<file path="src/rtl/trb_readout_ctrl.sv">
// Trace buffer readout sequencer: drains TRB_DEPTH words from a base address (wrapping) into a
// valid/ready stream, using a 2-entry buffer with read credits to hide the 1-cycle memory latency.
module trb_readout_ctrl #(
   parameter int unsigned TRB_WIDTH = 8,
   parameter int unsigned TRB_DEPTH = 16
) (
   input  logic                         FPGA_CLK_I,
   input  logic                         RST_NI,
   input  logic                         START_I,
   input  logic                         ABORT_I,
   input  logic                         TRG_EVENT_I,
   input  logic [$clog2(TRB_DEPTH)-1:0] BASE_ADDR_I,
   output logic                         RD_EN_O,
   output logic [$clog2(TRB_DEPTH)-1:0] RD_ADDR_O,
   input  logic [TRB_WIDTH-1:0]         RD_DATA_I,
   output logic [TRB_WIDTH-1:0]         DATA_O,
   output logic                         VALID_O,
   input  logic                         READY_I,
   output logic                         LAST_O,
   output logic                         BUSY_O,
   output logic                         DONE_O
);

   localparam int unsigned AW = $clog2(TRB_DEPTH);
   localparam int unsigned CW = AW + 1;
   localparam logic [CW-1:0] LastCnt = CW'(TRB_DEPTH - 1);

   typedef enum logic [1:0] {StIdle, StRun, StDrain, StDone} state_e;

   state_e               r_state;
   state_e               w_state_next;
   logic [AW-1:0]        r_rd_ptr;
   logic [CW-1:0]        r_issue_cnt;
   logic [CW-1:0]        r_pop_cnt;
   logic                 r_infl;
   logic [1:0]           r_occ;
   logic [TRB_WIDTH-1:0] r_buf0;
   logic [TRB_WIDTH-1:0] r_buf1;

   logic w_pop;
   logic w_push;
   logic w_issue;
   logic w_start;
   logic w_wr_idx;

   assign VALID_O = (r_occ != 2'd0);
   assign w_pop   = VALID_O & READY_I;
   assign w_push  = r_infl;

   // Issue only while buffered + in-flight words, net of this cycle's pop, leave a free slot.
   assign w_issue = (r_state == StRun) & ~ABORT_I &
                    (({1'b0, r_occ} + {2'b00, r_infl}) < (3'd2 + {2'b00, w_pop}));

   assign w_start = START_I & TRG_EVENT_I & ~ABORT_I &
                    ((r_state == StIdle) | (r_state == StDone));

   // Slot the returning word lands in once this cycle's pop has shifted the buffer.
   assign w_wr_idx = (r_occ == 2'd2) | ((r_occ == 2'd1) & ~w_pop);

   always_comb begin
      w_state_next = r_state;
      if (ABORT_I) begin
         w_state_next = StIdle;
      end else begin
         case (r_state)
            StIdle, StDone: if (w_start) w_state_next = StRun;
            StRun:          if (w_issue && (r_issue_cnt == LastCnt)) w_state_next = StDrain;
            StDrain:        if (w_pop && (r_pop_cnt == LastCnt)) w_state_next = StDone;
            default:        w_state_next = StIdle;
         endcase
      end
   end

   always_ff @(posedge FPGA_CLK_I) begin
      if (!RST_NI) begin
         r_state     <= StIdle;
         r_rd_ptr    <= '0;
         r_issue_cnt <= '0;
         r_pop_cnt   <= '0;
         r_infl      <= 1'b0;
         r_occ       <= 2'd0;
         r_buf0      <= '0;
         r_buf1      <= '0;
      end else begin
         r_state <= w_state_next;
         if (ABORT_I) begin
            // Flush; a read issued last cycle returns now and is dropped.
            r_occ  <= 2'd0;
            r_infl <= 1'b0;
         end else begin
            r_infl <= w_issue;
            r_occ  <= r_occ + {1'b0, w_push} - {1'b0, w_pop};
            if (w_pop) r_buf0 <= r_buf1;
            if (w_push) begin
               if (w_wr_idx) r_buf1 <= RD_DATA_I;
               else          r_buf0 <= RD_DATA_I;
            end
            if (w_start) begin
               r_rd_ptr    <= BASE_ADDR_I;
               r_issue_cnt <= '0;
               r_pop_cnt   <= '0;
            end else begin
               if (w_issue) begin
                  r_rd_ptr    <= r_rd_ptr + AW'(1);
                  r_issue_cnt <= r_issue_cnt + CW'(1);
               end
               if (w_pop) r_pop_cnt <= r_pop_cnt + CW'(1);
            end
         end
      end
   end

   assign RD_EN_O   = w_issue;
   assign RD_ADDR_O = r_rd_ptr;
   assign DATA_O    = VALID_O ? r_buf0 : '0;
   assign LAST_O    = VALID_O & (r_pop_cnt == LastCnt);
   assign BUSY_O    = (r_state == StRun) | (r_state == StDrain);
   assign DONE_O    = (r_state == StDone);

endmodule

</file>
<file path="config.mk">
export PLATFORM = sky130hd
export DESIGN_NAME = trb_readout_ctrl
export DESIGN_NICKNAME = d
export VERILOG_FILES = /design/src/rtl/trb_readout_ctrl.sv
export SDC_FILE = /design/constraint.sdc
export NUM_CORES = 1
export LEC_CHECK = 0
export CORE_MARGIN = 8
export CORE_UTILIZATION = 40
export CTS_CLUSTER_SIZE = 25
export DETAILED_ROUTE_END_ITERATION = 10
export PLACE_DENSITY = 0.63
export SETUP_SLACK_MARGIN = 0.15
export SLEW_MARGIN = 20
export SYNTH_ARGS = -nofsm -noshare
export SYNTH_HDL_FRONTEND = slang
export SYNTH_SLANG_ARGS = --single-unit
</file>
<file path="constraint.sdc">
create_clock -name FPGA_CLK_I -period 1.9 [get_ports FPGA_CLK_I]
set_input_delay 0.475 -clock FPGA_CLK_I [delete_from_list [all_inputs] [get_ports FPGA_CLK_I]]
set_output_delay 0.475 -clock FPGA_CLK_I [all_outputs]
set_load 0.05 [all_outputs]
</file>
==> impl_metrics.tcl, run 1 <==
set metrics [dict create \
    wl_mm 5.36 \
    yosysTopAreaCellShare 0.376 \
    maxCapViolations 0 \
    worst_ep_required_time_ns 1.42 \
    cts_sinks 35 \
    yosysTopAreaCell "dfxtp_1" \
    regToRegStartpoint "r_infl$_SDFF_PP0_" \
    p_leak_nw 1.18 \
    netSwitchingPower_w 0.000412 \
    synthFlopType "dfxtp_1" \
    ant_nets 0 \
    port_buffers 34 \
    regToRegSetupSlack_ns 0.07 \
    core_sq_um 4600 \
    fin_nets 326 \
    syn_area_per_cell_sq_um 8.39 \
    switching_share 0.257 \
    synth_edf_count 0 \
    hpwl_mm 3.56 \
    clk_pin_slew_ns 0.07 \
    worst_pin_slew_ns 0.315 \
    critPathMaxFanout 3 \
    die_y_um 84.2 \
    finalCriticalPeriod_ns 1.89 \
    worst_setup_path_end_kind "output port" \
    power_density_nw_per_um2 535 \
    cts_buffer_depth 2 \
    grt_start_max_net_pins 22 \
    vias 1833 \
    min_path_cells 2 \
    grt_pass1_wl_mm 8.72 \
    clk_latency_ns 0.29 \
    gp_congestion 0.782 \
    ys_warn_count 0 \
    startpoint_type "register" \
    path_class "register to output port" \
    slew_headroom 0.790 \
    die_width_um 84.2 \
    fin_total_pwr_w 0.00160 \
    synth_nets 252 \
    worst_ep_arrival_time_ns 1.42 \
    stdcell_count 351 \
    synth_area_sq_um 1860 \
    ioPinCount 35 \
    drive_gt1_frac 0.404 \
    antenna_found_initial 0 \
    vias_per_cell 5.22 \
    initialDrtViolationCount 90 \
    crit_path_start "r_infl$_SDFF_PP0_" \
    clkPwrFrac 0.382 \
    p_comb_frac 0.146 \
    post-route-period-util 0.995 \
    synthArstFlopShare 0 \
    rsz0062_at_grt "true" \
    p_int_w 0.00119 \
    fin_skew_ns 0.00877 \
    syn2layout_area_growth_pct 60.6 \
    overflow 0 \
    max_freq_mhz 529 \
    num_rows 25 \
    diodes 0 \
    grt_use_total 0.146 \
    status "finished clean" \
    reg2reg_to "RD_ADDR_O[3]$_SDFFE_PN0P_" \
    dp_cells 323 \
    worst_ir_drop_vdd_mv 0.452 \
    hold_viol 0 \
    slew_violations 0 \
    cts_made_buffers 5 \
    holdPathEnd "r_buf0[4]$_SDFFE_PN0N_" \
    htreeDepth 2 \
    cts-root-buf "clkbuf_8" \
    setup_viol 0 \
    seq_area_frac_synth 0.376 \
    wl_per_cell_um 15.3 \
    drc 0 \
    hp-start "r_buf0[4]$_SDFFE_PN0N_" \
    initial_core_util 0.405 \
    hp-class "register to register" \
    ys_types 36 \
    cts_tree "done" \
    dr.pass1.iters 4 \
    ys_top_cells_by_area "dfxtp_1 38%, ha_1 8.1%, nor2b_1 5.7%" \
    worstRegToRegCells 7 \
    grt_pass1_vias 1900 \
    dieArea_sq_um 7100 \
    ys_seq_elements 35 \
    netlist_instances 222 \
    seqPwrFrac 0.472 \
]
layout make-up:
cell class / instances / area, sq um
flip-flops and latches: 35 / 713
clock buffers: 7 / 96.3
clock inverters: 1 / 7.51
inverters: 14 / 56.3
repair buffers: 78 / 763
fillers: 374 / 1610
multi-input cells: 162 / 1290
well taps: 54 / 67.6
what timing repair did:
action / in CTS / in global routing
resized for setup: 45 / 25
setup endpoints to repair: 36 / 26
gates cloned: 1 / 0
hold buffers: 0 / 0
pin swaps: 16 / 15
setup buffers: 12 / 7
critical path, stage by stage (launching register included):
cell,delay [ns]
dfxtp_2,0.34
ha_4,0.16
ha_4,0.22
o21a_4,0.13
nor2_4,0.14
buf_12,0.15
synthesized netlist by cell type, types with 2 or more instances:
cell and instances:
dfxtp_1 35, nor2_1 18, nor2b_1 17, nand2_1 15, inv_1 14, nand3_1 13
ha_1 12, o21ai_0 12, mux2i_1 10, a21oi_1 9, and3_1 9, o31ai_1 9
clkbuf_1 7, a31oi_1 5, xnor2_1 4, buf_2 3, nor3_1 3, or3_1 3
or4_1 3, a211oi_1 2, o211ai_1 2, o221a_2 2, or4b_1 2
power by group through the flow:
stage | logic (W) | clock network [W] | registers, W
after floorplan | 0.0000864 | 0 | 0.000790
after global placement | 0.000210 | 0 | 0.000773
after detailed placement | 0.000212 | 0 | 0.000773
after CTS | 0.000222 | 0.000619 | 0.000757
after global routing | 0.000248 | 0.000645 | 0.000757
final | 0.000233 | 0.000612 | 0.000756
sequential cells by signal, summed over array words and instances, names as in the netlist:
name and count:
r_occ 2, r_buf1 8, RD_ADDR_O 4, r_buf0 8, r_infl 1, r_state 2, r_issue_cnt 5, r_pop_cnt 5
stage by stage:
stage	setup WS, ns	utilization	setup TNS (ns)	hold slack (ns)	cell area, sq um
after floorplan	-0.0267	-	-0.0267	0.447	1920
after global placement	-0.250	0.539	-5.93	0.464	2480
after detailed placement	-0.280	0.539	-6.59	0.471	2480
after CTS	0.0178	0.620	0	0.496	2850
after global routing	-0.0221	0.651	-0.0402	0.522	2990
final	0.00936	0.651	0	0.500	2990
cell families (layout without fill, tap and decap cells):
family	Yosys count	after routing	share of synthesized area
flops	35	35	0.376
mux	10	10	0.0537
buf+inv	25	100	0.0544
fa+ha+maj	12	12	0.0806
simple gates	90	90	0.257
compound gates	45	45	0.155
xor+xnor	5	5	0.0235
layer usage:
layer | GRT usage | wire, um
met1 | 0.171 | 2400
met3 | 0.0474 | 226
met4 | 0.0345 | 36
met5 | 0 | 0
met2 | 0.250 | 2690
cell usage in the layout (no fill, tap or decap), types with 8 or more instances in the layout:
master           netlist  routed
nor2b_1               17       8
nand3_1               13      12
nor2b_2                0       8
buf_4                  1      37
buf_6                  0      18
clkdlybuf4s50_1        0      15
inv_1                 14      11
nor2_1                18      15
o21ai_0               12      11
o31ai_1                9       9
dfxtp_1               35      27
nand2_1               15      13
worst max path at each step:
stage               to  slack, ns
5_1_grt        RD_EN_O      -0.02
3_3_place_gp   RD_EN_O      -0.25
2_1_floorplan  RD_EN_O      -0.03
6_report       RD_EN_O      0.009
4_1_cts        RD_EN_O       0.02
3_5_place_dp   RD_EN_O      -0.28
Power figures use the tool's default switching activity.
==> run 2: changes to the inputs <==
CORE_UTILIZATION = 51   (was 40)
PLACE_DENSITY = 0.77   (was 0.63)
==> run 2 against run 1 <==
  * The flow now finishes with violations (negative setup slack)
  * Maximum frequency down 7.0%
  * Clock-buffer cell count up 1
  * Setup slack worse by 0.14 ns
  * Total power down 7.2%
  * Clock power down 20%
  * Highest routed layer unchanged
==> impl_metrics.tcl, run 2 (synthesis results as in run 1) <==
set metrics [dict create \
    failed_checks "negative setup slack" \
    cts-root-buf "clkbuf_4" \
    worstRegToRegCells 7 \
    finalSetupTns_ns -0.258 \
    maxCapViolations 0 \
    layout_setup_ws_ns -0.134 \
    port_buffers 34 \
    htreeDepth 2 \
    min_path_cells 2 \
    wl_mm 6.37 \
    die_y_um 76.4 \
    rsz0062_at_grt "true" \
    vias 1976 \
    dieArea_sq_um 5840 \
    diodes 0 \
    cts_made_buffers 5 \
    hpwl_mm 3.47 \
    vias_per_cell 5.81 \
    initial_core_util 0.521 \
    startpoint_type "register" \
    antenna_found_initial 0 \
    status "complete, but fails checks" \
    overflow 0 \
    hold_ws_ns 0.506 \
    syn2layout_area_growth_pct 61.4 \
    die_width_um 76.4 \
    num_rows 22 \
    grt_start_max_net_pins 17 \
    fin_nets 321 \
    max_freq_mhz 492 \
    final_cell_mix "34 x buf_4, 27 x dfxtp_1, 15 x nor2_1, 15 x clkdlybuf4s50_1, 13 x nand2_1" \
    final_common_cell "buf_4" \
    dr.pass1.iters 4 \
    ant_nets 0 \
    cts_sinks 35 \
    grt_pass1_wl_mm 8.58 \
    worst_ep_arrival_time_ns 1.56 \
    cts_buffer_depth 2 \
    fin_skew_ns 0.00745 \
    path_class "register to output port" \
    grt_use_total 0.177 \
    finalCriticalPeriod_ns 2.03 \
    wl_per_cell_um 18.7 \
    core_sq_um 3580 \
    worst_ir_drop_vdd_mv 0.535 \
    ctsHoldBuffers 0 \
    critPathMaxFanout 3 \
    hp-class "register to register" \
    slew_headroom 0.788 \
    initialDrtViolationCount 151 \
    hold_viol 0 \
    drive_gt1_frac 0.408 \
    worst_setup_path_end_kind "output port" \
    drc 0 \
    gp_congestion 0.782 \
    setup_viol 4 \
    worst_pin_slew_ns 0.317 \
    grt_pass1_vias 1867 \
    cts_tree "done" \
    clk_latency_ns 0.37 \
    post-route-period-util 1.07 \
    p_leak_nw 1.16 \
    slew_violations 0 \
    ioPinCount 35 \
    clk_pin_slew_ns 0.11 \
    worst_ep_required_time_ns 1.42 \
    reg_top3 "r_buf0: 8 flops, r_buf1: 8 flops" \
    power_density_nw_per_um2 494 \
]
[run 2: cell types whose count changed in the layout (fill, tap and decap cells not counted), moves of 3 or more]
cell      change
buf_6         -9
mux2i_2       -3
clkbuf_8      -5
buf_4         -3
buf_8         +7
nor2b_2       -8
clkbuf_4      +5
nor2b_4       +8
mux2i_1       +3
[run 2: path summary, 6_finish.rpt]
kind                                                   from                         to  slack, ns
worst max-delay path                      r_infl$_SDFF_PP0_                    RD_EN_O      -0.13
worst min-delay path              RD_ADDR_O[3]$_SDFFE_PN0P_  RD_ADDR_O[3]$_SDFFE_PN0P_       0.51
worst max register to register  r_issue_cnt[0]$_SDFFE_PN0P_    r_state[1]$_SDFFE_PP0P_      -0.05
worst min register to register    RD_ADDR_O[3]$_SDFFE_PN0P_  RD_ADDR_O[3]$_SDFFE_PN0P_       0.51
[run 2: what timing repair did]
action                                  CTS  global route
pin swaps                                12            16
resized for setup                        48            46
endpoints found under the setup margin   30            28
buffers inserted                          8             6
hold endpoints to repair                  0             0
cloned                                    0             0
[run 2: report_power, final]
group          internal, W  total (W)  switching, W
clock network     0.000217   0.000491      0.000274
registers         0.000744   0.000757     0.0000128
logic             0.000113   0.000238      0.000125
total              0.00107    0.00149      0.000411
[run 2: stage by stage]
stage / power (W) / area (sq um) / utilization / std cells / setup slack (ns)
after floorplan: 0.000876 / 1920 / - / 222 / -0.0267
after global placement: 0.000975 / 2470 / 0.689 / 318 / -0.340
after detailed placement: 0.000978 / 2470 / 0.689 / 318 / -0.371
after CTS: 0.00145 / 2780 / 0.777 / 334 / -0.0742
after global routing: 0.00153 / 3010 / 0.840 / 340 / -0.162
final: 0.00149 / 3010 / 0.840 / 340 / -0.134
[run 2: critical path, stage by stage (launching register included)]
cell     delay, ns
dfxtp_2       0.36
ha_4          0.17
ha_4          0.17
nor2_4        0.13
nand2_4       0.08
nor2_4        0.12
buf_12        0.14
[run 2: per-layer routing]
layer,vias up,routed length [um],GRT usage
met5,-,0,0
met2,96,3200,0.305
met4,0,244,0.0827
met3,23,370,0.0472
li1,918,-,-
met1,939,2550,0.196
[run 2: final cells by class]
cell class / count / area, sq um
repair buffers: 73 / 744
fillers: 179 / 572
flip-flops and latches: 35 / 713
inverters: 14 / 63.8
well taps: 48 / 60.1
multi-input cells: 162 / 1360
clock buffers: 8 / 68.8
==> run 3: changes to the inputs <==
SLEW_MARGIN = default   (was 20)
==> results of run 3 <==
Same layout as run 2: the final DEF is identical, and so are final timing and power.
